==> src/rtl/adc_channel_sequencer.sv <==
// Round-robin command/response sequencer for the MAX10 modular ADC.
// Issues one conversion per enabled slot, banks each result and counts lost responses.
module adc_channel_sequencer #(
    parameter int NUM_CH  = 4,
    parameter int CH_BASE = 1,
    parameter int TIMEOUT = 1023
) (
    input  logic                     sys_clk,
    input  logic                     reset,
    input  logic                     enable,
    input  logic [NUM_CH-1:0]        ch_mask,
    output logic                     command_valid,
    output logic [4:0]               command_channel,
    output logic                     command_startofpacket,
    output logic                     command_endofpacket,
    input  logic                     command_ready,
    input  logic                     response_valid,
    input  logic [4:0]               response_channel,
    input  logic [11:0]              response_data,
    output logic                     result_valid,
    output logic [2:0]               result_slot,
    output logic [11:0]              result_data,
    output logic [12*NUM_CH-1:0]     ch_data,
    output logic                     timeout_pulse,
    output logic [7:0]               err_count,
    output logic                     busy
);

    localparam int SW = (NUM_CH > 1) ? $clog2(NUM_CH) : 1;
    localparam int TW = (TIMEOUT < 2) ? 1 : $clog2(TIMEOUT + 1);

    typedef enum logic [1:0] {IDLE, PICK, CMD, WAIT_RSP} state_e;

    state_e                 state_q, state_d;
    logic [SW-1:0]          last_slot_q, last_slot_d;
    logic [SW-1:0]          cur_slot_q, cur_slot_d;
    logic [TW-1:0]          timer_q, timer_d;
    logic                   cmd_valid_q, cmd_valid_d;
    logic [4:0]             cmd_channel_q, cmd_channel_d;
    logic                   result_valid_q, result_valid_d;
    logic [2:0]             result_slot_q, result_slot_d;
    logic [11:0]            result_data_q, result_data_d;
    logic [12*NUM_CH-1:0]   ch_data_q, ch_data_d;
    logic                   timeout_pulse_q, timeout_pulse_d;
    logic [7:0]             err_count_q, err_count_d;
    logic                   busy_q, busy_d;

    logic [SW-1:0]          pick_slot;
    logic                   pick_found;
    logic                   rsp_match;
    logic                   timer_hit;
    logic                   rsp_done;

    // First enabled slot strictly after last_slot, wrapping NUM_CH-1 -> 0.
    always_comb begin
        logic [SW-1:0] idx;
        // NOTE: every comb output gets a default first so no path leaves it unassigned (no latch).
        pick_slot  = '0;
        pick_found = 1'b0;
        idx        = '0;
        for (int k = 1; k <= NUM_CH; k++) begin
            idx = SW'((int'(last_slot_q) + k) % NUM_CH);
            if (!pick_found && ch_mask[idx]) begin
                pick_found = 1'b1;
                pick_slot  = idx;
            end
        end
    end

    assign rsp_match = response_valid && (response_channel == cmd_channel_q);
    assign timer_hit = (timer_q == TW'(TIMEOUT - 1));

    always_comb begin
        state_d         = state_q;
        last_slot_d     = last_slot_q;
        cur_slot_d      = cur_slot_q;
        timer_d         = timer_q;
        cmd_channel_d   = cmd_channel_q;
        result_valid_d  = 1'b0;
        result_slot_d   = result_slot_q;
        result_data_d   = result_data_q;
        ch_data_d       = ch_data_q;
        timeout_pulse_d = 1'b0;
        err_count_d     = err_count_q;
        rsp_done        = 1'b0;

        case (state_q)
            IDLE: begin
                if (enable && (|ch_mask)) state_d = PICK;
            end
            PICK: begin
                if (pick_found) begin
                    cur_slot_d    = pick_slot;
                    cmd_channel_d = 5'(CH_BASE) + 5'(pick_slot);
                    state_d       = CMD;
                end else begin
                    state_d = IDLE;
                end
            end
            CMD: begin
                // Held regardless of enable/ch_mask until the ADC takes it.
                if (command_ready) begin
                    timer_d     = '0;
                    last_slot_d = cur_slot_q;
                    state_d     = WAIT_RSP;
                end
            end
            WAIT_RSP: begin
                if (rsp_match) begin
                    for (int i = 0; i < NUM_CH; i++) begin
                        if (cur_slot_q == SW'(i)) ch_data_d[12*i +: 12] = response_data;
                    end
                    result_valid_d = 1'b1;
                    result_slot_d  = 3'(cur_slot_q);
                    result_data_d  = response_data;
                    rsp_done       = 1'b1;
                end else if (timer_hit) begin
                    timeout_pulse_d = 1'b1;
                    if (err_count_q != 8'hFF) err_count_d = err_count_q + 8'd1;
                    rsp_done = 1'b1;
                end else begin
                    timer_d = timer_q + TW'(1);
                end
                if (rsp_done) state_d = (enable && (|ch_mask)) ? PICK : IDLE;
            end
            default: state_d = IDLE;
        endcase

        cmd_valid_d = (state_d == CMD);
        busy_d      = (state_d != IDLE);
    end

    always_ff @(posedge sys_clk) begin
        // NOTE: state updates use non-blocking assignment so every flop samples pre-edge values.
        if (reset) begin
            state_q         <= IDLE;
            last_slot_q     <= SW'(NUM_CH - 1);
            cur_slot_q      <= '0;
            timer_q         <= '0;
            cmd_valid_q     <= 1'b0;
            cmd_channel_q   <= '0;
            result_valid_q  <= 1'b0;
            result_slot_q   <= '0;
            result_data_q   <= '0;
            // NOTE: the result bank is reset because downstream display logic reads it before the first conversion.
            ch_data_q       <= '0;
            timeout_pulse_q <= 1'b0;
            err_count_q     <= '0;
            busy_q          <= 1'b0;
        end else begin
            state_q         <= state_d;
            last_slot_q     <= last_slot_d;
            cur_slot_q      <= cur_slot_d;
            timer_q         <= timer_d;
            cmd_valid_q     <= cmd_valid_d;
            cmd_channel_q   <= cmd_channel_d;
            result_valid_q  <= result_valid_d;
            result_slot_q   <= result_slot_d;
            result_data_q   <= result_data_d;
            ch_data_q       <= ch_data_d;
            timeout_pulse_q <= timeout_pulse_d;
            err_count_q     <= err_count_d;
            busy_q          <= busy_d;
        end
    end

    assign command_valid         = cmd_valid_q;
    assign command_channel       = cmd_channel_q;
    assign command_startofpacket = cmd_valid_q;
    assign command_endofpacket   = cmd_valid_q;
    assign result_valid          = result_valid_q;
    assign result_slot           = result_slot_q;
    assign result_data           = result_data_q;
    assign ch_data               = ch_data_q;
    assign timeout_pulse         = timeout_pulse_q;
    assign err_count             = err_count_q;
    assign busy                  = busy_q;

endmodule

==> config.mk <==
export PLATFORM = sky130hd
export DESIGN_NAME = adc_channel_sequencer
export DESIGN_NICKNAME = d
export VERILOG_FILES = /design/src/rtl/adc_channel_sequencer.sv
export SDC_FILE = /design/constraint.sdc
export NUM_CORES = 1
export LEC_CHECK = 0
export ABC_AREA = 1
export ABC_CLOCK_PERIOD_IN_PS = 2400
export BUFFER_PORTS_ARGS = -buffer_cell sky130_fd_sc_hd__buf_2
export CORE_MARGIN = 2
export CORE_UTILIZATION = 30
export CTS_BUF_LIST = sky130_fd_sc_hd__clkbuf_2
export CTS_CLUSTER_SIZE = 8
export DETAILED_ROUTE_END_ITERATION = 10
export GPL_ROUTABILITY_DRIVEN = 0
export GPL_TIMING_DRIVEN = 0
export PLACE_DENSITY = 0.59
export SYNTH_ARGS = -nofsm -noshare
export SYNTH_HDL_FRONTEND = slang
export SYNTH_SLANG_ARGS = --single-unit
==> constraint.sdc <==
create_clock -name sys_clk -period 2.4 [get_ports sys_clk]
set_clock_uncertainty 0.1 [all_clocks]
set_input_delay 0.12 -clock sys_clk [delete_from_list [all_inputs] [get_ports sys_clk]]
set_output_delay 0.12 -clock sys_clk [all_outputs]
set_load 0.005 [all_outputs]
==> flow_metrics.tcl, run 1 <==
set metrics [dict create \
    drv_cap 0 \
    reg2reg_depth 9 \
    dp_slack_ns 0.447 \
    insertedDiodeCount 0 \
    synth_top_family_by_area "simple AND/OR/NAND/NOR gates" \
    wl_mm 11.6 \
    worst_pin_slew_ns 0.575 \
    syn_inst 556 \
    finalNetCount 723 \
    critPathLaunchType "input port" \
    ir_drop_mv 0.228 \
    clk_pin_slew_ns 0.25 \
    core-area_mm2 0.0132 \
    yosysWarnings 0 \
    syn2layout_area_growth_pct 26.5 \
    instances_no_fill 873 \
    rsz0062_at_grt "false" \
    start_util_pct 30.5 \
    die_w_um 120 \
    startpoint "response_channel[4]" \
    first_global_vias 3845 \
    syn_area_mm2 0.00403 \
    cts_root_buffer "clkbuf_2" \
    p_leak_nw 2.31 \
    antenna_found_initial 0 \
    synth_area_leaders "dfxtp_1 (46%), nand2_1 (13%), nor2_1 (9.6%)" \
    r2r_start "state_q[1]" \
    drive_gt1_share_pct 22.2 \
    cp.arrival_ns 2.72 \
    finalCritPeriodShare_pct 96.2 \
    grt_pass1_wl_mm 19.0 \
    post-cts-setup-buffers 0 \
    firstDrtPassIters 5 \
    cts_tree "built" \
    via_per_inst 4.62 \
    status "completed" \
    rr_endpoint "busy" \
    cp-end-kind "register" \
    io_pins 108 \
    grt_max_degree 16 \
    synth-simple-area-share_pct 30.7 \
    h-tree-depth 3 \
    wl_per_cell_um 13.3 \
    r2r_slack_ns 0.18 \
    synth_xor_area_share_pct 3.26 \
    path_cells "dlygate4sd3_1 > buf_2 > nor2_1 > dlygate4sd3_1 > nand2_1 > nor2_4 > nand2_2 > nand3_1 > nand3_1 > dlygate4sd3_1 > nand2_1 > nand2_1" \
    powerDensity_mw_per_mm2 534 \
    hold_start "ch_mask[1]" \
    grt_overflow 0 \
    rows 42 \
    hold_class "in -> reg" \
    setup_slack_ns 0.0920 \
    drt-initial-drc-count 296 \
    io_buffers 103 \
    synth_cell_types 32 \
    insertion_delay_ns 0.58 \
    ys_ff_latch 93 \
    syn_avg_cell_area_um2 7.24 \
    vias 4037 \
    max_freq_mhz 433 \
    clock-sinks 93 \
    tns_ns 0 \
    dp.cells 837 \
    place_hpwl_mm 8.67 \
    slew_headroom_pct 61.7 \
    crit_fanout 6 \
    ant_nets 0 \
    n_fill_cell 1398 \
    finalHoldViolations 0 \
    post-route-min-period_ns 2.31 \
    synth_top_area_share_pct 46.3 \
    synthAdderAreaFrac_pct 1.24 \
    whs_ns 0.0287 \
    critPathRequiredTime_ns 2.81 \
    grt_usage_pct 16.6 \
    setup_viol 0 \
    synthMuxAreaShare_pct 0 \
    yosysSeqAreaShare_pct 46.3 \
    slew_viol_final 0 \
    clockBufferDepth 2 \
    numCtsBuffers 9 \
    drc 0 \
    crit_path_max_incr_delay_ns 0.59 \
    die_h_um 120 \
    worstSetupEndpoint "busy" \
    synth_compound_gate_area_share_pct 11.6 \
    netlist.top_cell.by_area "dfxtp_1" \
    slowest_stage "dlygate4sd3_1" \
    dieArea_mm2 0.0144 \
    criticalPathCategory "in -> reg" \
]
## per-stage QoR
stage	power [W]	area (um^2)	util [%]
final	0.00272	5090	38.6
after global routing	0.00286	5090	38.6
after CTS	0.00273	5080	38.6
after detailed placement	0.00193	4770	36.2
after global placement	0.00192	4770	36.2
after floorplan	0.00182	4030	-
## synthesized netlist by cell type, drive strengths merged
master	instances
nand2	140
nor2	107
dfxtp	93
a21oi	48
o21ai	41
inv	30
nand3	30
buf	17
clkbuf	11
xor2	11
nor3	8
nand4	5
ha	4
xnor2	4
clkinv	2
o211ai	2
a31oi	1
conb	1
nor3b	1
## layout by cell type (no fill, tap or decap), types with 3 or more instances in the layout
cell type | synthesis | final
buf_4 | 9 | 9
clkbuf_1 | 11 | 11
xor2_1 | 11 | 11
clkinv_2 | 1 | 3
nand4_1 | 4 | 4
nand2_1 | 137 | 137
a21oi_1 | 48 | 48
conb_1 | 1 | 3
dlygate4sd3_1 | 0 | 21
inv_1 | 25 | 25
nor3_1 | 4 | 4
o21ai_0 | 18 | 18
nand3_1 | 28 | 28
clkbuf_2 | 0 | 9
dfxtp_1 | 93 | 92
xnor2_1 | 4 | 4
nand2_2 | 3 | 3
o21ai_1 | 23 | 23
ha_1 | 4 | 4
nor2_1 | 103 | 103
inv_2 | 5 | 5
buf_2 | 7 | 110
## layer usage
metal	wire length, um	GRT usage, %	vias to the layer above
met5	0	0	-
met4	245	5.00	0
met3	690	4.66	24
met2	5430	27.5	120
met1	5270	20.9	1849
li1	-	-	2044
## cell type report
type | count | area (um^2) | share of cell area, %
multi-input cells | 405 | 1900 | 37.3
flip-flops and latches | 93 | 1860 | 36.6
repair buffers | 124 | 726 | 14.3
well taps | 176 | 220 | 4.33
plain buffers | 28 | 155 | 3.05
inverters | 32 | 121 | 2.38
clock inverters | 6 | 61.3 | 1.20
clock buffers | 9 | 45.0 | 0.885
## registers in the layout, summed over array words and instances (netlist names)
register	flops
ch_data	48
result_data	12
timer_q	10
err_count	8
command_channel	3
cur_slot_q	2
last_slot_q	2
result_slot	2
state_q	2
busy	1
command_endofpacket	1
result_valid	1
timeout_pulse	1
## report_power, final
group	internal, W	total (W)	switching [W]
combinational	0.000131	0.000341	0.000210
clock	0.000236	0.000777	0.000541
sequential	0.00158	0.00160	0.0000224
total	0.00194	0.00272	0.000774
## worst max-delay path, delay by kind of cell
family | cells | cell delay [ns]
and+or+nand+nor | 8 | 0.82
buffers and inverters | 4 | 1.79
## kinds of logic (layout without fill, tap and decap cells)
| family | count (synthesis) | count (layout) |
|---|---|---|
| buffers and inverters | 60 | 199 |
| and+or+nand+nor | 291 | 291 |
| DFF | 93 | 93 |
| xor gates and xnor gates | 15 | 15 |
| AOI/OAI and AO/OA | 92 | 92 |
| adders and majority gates | 4 | 4 |
| other | 1 | 3 |
## worst min-delay path by stage
stage | to | slack [ns] | depth (start not counted)
finish | cur_slot_q[1] | 0.03 | 8
global route | command_channel[0] | 0.04 | 4
CTS | cur_slot_q[1] | 0.001 | 8
detailed placement | result_data[5] | 0.35 | 3
global placement | result_data[11] | 0.34 | 3
floorplan | ch_data[24] | 0.15 | 2
## what timing repair did
action,4_1_cts,5_1_grt
setup endpoints to repair,0,2
resized for setup,0,2
endpoints found under the hold margin,68,0
hold buffers,21,0
Power figures use the tool's default switching activity.
==> run 2, diff against run 1 <==
--- a/config.mk
+++ b/config.mk
@@ -5,7 +5,6 @@
 export SDC_FILE = /design/constraint.sdc
 export NUM_CORES = 1
 export LEC_CHECK = 0
-export ABC_AREA = 1
 export ABC_CLOCK_PERIOD_IN_PS = 2400
 export BUFFER_PORTS_ARGS = -buffer_cell sky130_fd_sc_hd__buf_2
 export CORE_MARGIN = 2
@@ -15,7 +14,7 @@
 export DETAILED_ROUTE_END_ITERATION = 10
 export GPL_ROUTABILITY_DRIVEN = 0
 export GPL_TIMING_DRIVEN = 0
-export PLACE_DENSITY = 0.59
+export PLACE_DENSITY = 0.6
 export SYNTH_ARGS = -nofsm -noshare
 export SYNTH_HDL_FRONTEND = slang
 export SYNTH_SLANG_ARGS = --single-unit
==> flow_metrics.tcl, run 2 <==
set metrics [dict create \
    insertedDiodeCount 0 \
    ir_drop_mv 0.254 \
    die_w_um 116 \
    grt_overflow 0 \
    tns_ns 0 \
    hold_class "in -> reg" \
    async_flop_share_pct 0 \
    switchingPower_w 0.000654 \
    dieArea_mm2 0.0135 \
    hold_end "ch_data[23]" \
    syn_avg_cell_area_um2 8.06 \
    finalHoldViolations 0 \
    instances_no_fill 782 \
    powerDensity_mw_per_mm2 546 \
    final_common_cell "nand2_1" \
    cp.arrival_ns 2.63 \
    syn_inst 469 \
    criticalPathCategory "reg -> reg" \
    io_pins 108 \
    rows 41 \
    syn_area_mm2 0.00378 \
    largest_reg_flops 48 \
    post-route-min-period_ns 2.24 \
    synth_area_leaders "dfxtp_1 (49%), nand2_1 (15%), a21oi_1 (11%)" \
    hold_start "response_channel[3]" \
    cts_tree "built" \
    synth_ff_type "dfxtp_1" \
    numCtsBuffers 9 \
    met2_length_mm 5.54 \
    grt_usage_pct 16.6 \
    whs_ns 0.0659 \
    vias 3786 \
    io_buffers 103 \
    ant_nets 0 \
    seq_power_share_pct 59.5 \
    first_global_vias 3641 \
    wl_met1_mm 4.87 \
    h-tree-depth 3 \
    clk_pin_slew_ns 0.24 \
    clockBufferDepth 2 \
    grt_max_degree 15 \
    synth.most_common_cell "nand2_1" \
    drc 0 \
    place_hpwl_mm 8.54 \
    pwr-share-comb_pct 7.9 \
    status "completed" \
    swShare_pct 24.6 \
    setup_viol 0 \
    max_freq_mhz 447 \
    synth-edff-count 0 \
    worst_pin_slew_ns 0.602 \
    antenna_found_initial 0 \
    p_leak_nw 2.01 \
    via_per_inst 4.84 \
    p_int_w 0.00200 \
    rr_endpoint "err_count[7]" \
    wl_met3_um 672 \
    wl_per_cell_um 14.4 \
    dp.cells 746 \
    drive_gt1_share_pct 23.1 \
    yosysSeqAreaShare_pct 49.2 \
    hold-path-cell-count 6 \
    drt-initial-drc-count 121 \
    critPathLaunchType "register" \
    netlist.top_cell.by_area "dfxtp_1" \
    yosysWarnings 0 \
    firstDrtPassIters 6 \
    r2r_start "timer_q[0]" \
    grt_pass1_wl_mm 17.5 \
    insertion_delay_ns 0.57 \
    cp-end-kind "register" \
    layout_common_cells "nand2_1 (148), buf_2 (109), dfxtp_1 (93), a21oi_1 (83), dlygate4sd3_1 (21)" \
    slew_headroom_pct 59.9 \
    syn2layout_area_growth_pct 28.7 \
    critPathRequiredTime_ns 2.79 \
    n_fill_cell 1291 \
    route.top_layer_used "met4" \
    rsz0062_at_grt "false" \
    r2r_slack_ns 0.16 \
    reg2reg_depth 7 \
    drv_cap 0 \
    p_clk_share_pct 32.6 \
    crit_fanout 10 \
    finalCritPeriodShare_pct 93.3 \
    start_util_pct 30.3 \
    clock-sinks 93 \
    synthTopCellsByCount "nand2_1 (148), dfxtp_1 (93), a21oi_1 (83)" \
    synth_top_area_share_pct 49.2 \
    wl_mm 11.3 \
    synth_cell_types 48 \
    totalPowerFinal_w 0.00266 \
    ys_ff_latch 93 \
    die_h_um 116 \
    finalNetCount 636 \
    cts_root_buffer "clkbuf_2" \
    slew_viol_final 0 \
    core-area_mm2 0.0125 \
]
==> run 2: cell types whose count changed after synthesis, sizes merged, moves of 5 or more <==
cell and change:
a21oi +35, clkbuf +5, inv -24, nand2 +9, nand3 -24, nand4 +5
nor2 -98, nor3 -6, nor4 +7, o21ai -29, or3 +8, or4 +6
xor2 -9
==> run 2: through the flow <==
step                util (%)  area, um^2  setup slack (ns)
finish                  39.0        4870             0.162
floorplan                  -        3790             0.495
detailed placement      36.3        4520             0.119
global placement        36.3        4520             0.156
CTS                     39.0        4860            0.0314
global route            39.0        4870           0.00177
==> run 2: power groups by stage <==
stage / clock network (W) / registers (W) / logic, W
2_1_floorplan: 0 / 0.00161 / 0.000100
3_5_place_dp: 0 / 0.00161 / 0.000180
3_3_place_gp: 0 / 0.00161 / 0.000175
5_1_grt: 0.000941 / 0.00158 / 0.000234
6_report: 0.000865 / 0.00158 / 0.000211
4_1_cts: 0.000888 / 0.00158 / 0.000210
==> run 2: cells by family (layout without fill, tap and decap cells) <==
logic type / Yosys count / after routing / synth area share (%)
other cells: 1 / 3 / 0.0991
buf+inv: 35 / 174 / 4.37
compound gates: 112 / 112 / 15.9
flops: 93 / 93 / 49.2
simple gates: 216 / 216 / 27.1
xor+xnor: 5 / 5 / 1.16
mux: 3 / 3 / 0.794
fa+ha+maj: 4 / 4 / 1.32
==> run 2: how the worst max path moves through the flow <==
stage	startpoint	to
2_1_floorplan	timer_q[0]	err_count[7]
3_3_place_gp	command_channel[0]	result_data[8]
3_5_place_dp	command_channel[2]	result_data[10]
4_1_cts	command_channel[2]	state_q[0]
5_1_grt	command_channel[0]	state_q[0]
6_report	timer_q[0]	err_count[7]
==> run 2: worst max-delay path, cell delays in order (launching register included) <==
cell,delay [ns]
dfxtp_1,0.40
inv_1,0.08
ha_1,0.17
nand2_1,0.13
nor4_4,0.44
nand3_4,0.19
or4_1,0.51
a21oi_1,0.16
==> run 2: per-layer routing <==
metal | track usage (%) | vias up
met2 | 29.0 | 102
met5 | 0 | -
met1 | 19.8 | 1804
met3 | 4.31 | 14
li1 | - | 1866
met4 | 5.95 | 0
==> run 2: area by class of cell <==
cell class / instances / area (um^2) / area share (%)
Buffer: 29 / 144 / 2.96
Clock buffer: 11 / 55.1 / 1.13
Clock inverter: 4 / 73.8 / 1.52
Inverter: 6 / 22.5 / 0.463
Multi-Input combinational cell: 343 / 1770 / 36.3
Sequential cell: 93 / 1860 / 38.3
Tap cell: 172 / 215 / 4.42
Timing Repair Buffer: 124 / 726 / 14.9
==> run 2: what timing repair did <==
| action | in CTS | in global routing |
|---|---|---|
| hold buffers | 21 | 0 |
| setup buffers | 0 | 0 |
| endpoints found under the hold margin | 68 | 0 |
| endpoints found under the setup margin | 0 | 38 |
| gates resized for setup | 0 | 3 |
==> run 3, diff against run 2 <==
--- a/config.mk
+++ b/config.mk
@@ -15,6 +15,7 @@
 export GPL_ROUTABILITY_DRIVEN = 0
 export GPL_TIMING_DRIVEN = 0
 export PLACE_DENSITY = 0.6
+export RECOVER_POWER = 100
 export SYNTH_ARGS = -nofsm -noshare
 export SYNTH_HDL_FRONTEND = slang
 export SYNTH_SLANG_ARGS = --single-unit
==> flow_metrics.tcl, run 3 (synthesized netlist as in run 2, its figures left out) <==
set metrics [dict create \
    status "completed" \
    rows 41 \
    rsz0062_at_grt "false" \
    rr_endpoint "err_count[7]" \
    tns_ns 0 \
    via_per_inst 4.87 \
    wl_mm 11.3 \
    max_freq_mhz 444 \
    critPathLaunchType "register" \
    clk_pin_slew_ns 0.24 \
    start_util_pct 30.3 \
    final_common_cell "nand2_1" \
    grt_max_degree 15 \
    finalHoldViolations 0 \
    finalNetCount 636 \
    worst_pin_slew_ns 0.604 \
    cp-end-kind "register" \
    slowest_stage "or4_1" \
    drc 0 \
    clock-sinks 93 \
    drt-initial-drc-count 117 \
    die_w_um 116 \
    hold-path-cell-count 6 \
    post-cts-setup-buffers 0 \
    hold_end "ch_data[23]" \
    vias 3807 \
    dp.cells 746 \
    clockBufferDepth 2 \
    setup_viol 0 \
    h-tree-depth 3 \
    numCtsBuffers 9 \
    crit_fanout 10 \
    dp_slack_ns 0.119 \
    powerDensity_mw_per_mm2 553 \
    hold_class "in -> reg" \
    r2r_start "timer_q[0]" \
    ant_nets 0 \
    critPathRequiredTime_ns 2.79 \
    crit_path_max_incr_delay_ns 0.51 \
    drv_cap 0 \
    reg2reg_depth 7 \
    insertedDiodeCount 0 \
    slew_viol_final 0 \
    io_pins 108 \
    cts_tree "built" \
    post-route-min-period_ns 2.25 \
    dieArea_mm2 0.0135 \
    grt_pass1_wl_mm 17.5 \
    hold_start "response_channel[3]" \
    firstDrtPassIters 4 \
    cp.arrival_ns 2.64 \
    insertion_delay_ns 0.57 \
    ir_drop_mv 0.255 \
    wl_per_cell_um 14.5 \
    die_h_um 116 \
    totalPowerFinal_w 0.00265 \
    setup_slack_ns 0.149 \
    finalCritPeriodShare_pct 93.8 \
    path_cells "inv_1 > ha_1 > nand2_1 > nor4_4 > nand3_4 > or4_1 > a21oi_1" \
    first_global_vias 3641 \
    post-route-util_pct 38.5 \
    r2r_slack_ns 0.15 \
    place_hpwl_mm 8.54 \
    antenna_found_initial 0 \
    grt_usage_pct 16.6 \
    core-area_mm2 0.0125 \
    io_buffers 103 \
    grt_overflow 0 \
    slew_headroom_pct 59.8 \
    layout_common_cells "nand2_1 (148), dfxtp_1 (93), a21oi_1 (83), clkbuf_1 (67), buf_2 (57)" \
    drive_gt1_share_pct 14.6 \
    p_leak_nw 1.78 \
    instances_no_fill 782 \
    criticalPathCategory "reg -> reg" \
    largest_reg_flops 48 \
    cts_root_buffer "clkbuf_2" \
    syn2layout_area_growth_pct 27.0 \
]
run 3: worst max-delay path: cells and delay by family (launching register included):
kind	cells	cell delay, ns
and+or+nand+nor	4	1.28
DFF	1	0.40
adders and majority gates	1	0.17
AOI/OAI and AO/OA	1	0.16
buffers and inverters	1	0.08
run 3: how the worst max path moves through the flow:
stage,from,end,depth (start not counted)
2_1_floorplan,timer_q[0],err_count[7],7
3_3_place_gp,command_channel[0],result_data[8],7
3_5_place_dp,command_channel[2],result_data[10],7
4_1_cts,command_channel[2],state_q[0],7
5_1_grt,command_channel[0],state_q[0],7
6_report,timer_q[0],err_count[7],7
run 3: final cells by class:
type	count	area, um^2
Buffer	29	143
Clock buffer	11	55.1
Clock inverter	4	73.8
Fill cell	1310	7660
Inverter	6	22.5
Multi-Input combinational cell	343	1770
Sequential cell	93	1860
Tap cell	172	215
Timing Repair Buffer	124	662
run 3: power by group:
| group | switching, W | internal, W | leakage (nW) |
|---|---|---|---|
| sequential | 0.0000155 | 0.00156 | 0.750 |
| clock | 0.000518 | 0.000348 | 0.0820 |
| combinational | 0.000121 | 0.0000885 | 0.952 |
run 3: per-layer routing:
layer	up-vias	part of all wire, %	track usage, %
met3	13	6.9	4.31
met2	108	49	29.0
met1	1819	42	19.8
met5	-	0	0
li1	1867	-	-
met4	0	1.3	5.95
run 3: timing repair:
action / CTS / global route
hold endpoints to repair: 68 / 0
hold buffers: 21 / 0
resized for setup: 0 / 3
setup endpoints to repair: 0 / 38
run 3: per-stage QoR:
stage	hold slack, ns	instance area (um^2)
finish	0.0610	4800
floorplan	0.156	3790
CTS	0.0134	4860
detailed placement	0.327	4520
global route	0.0756	4800
global placement	0.322	4520
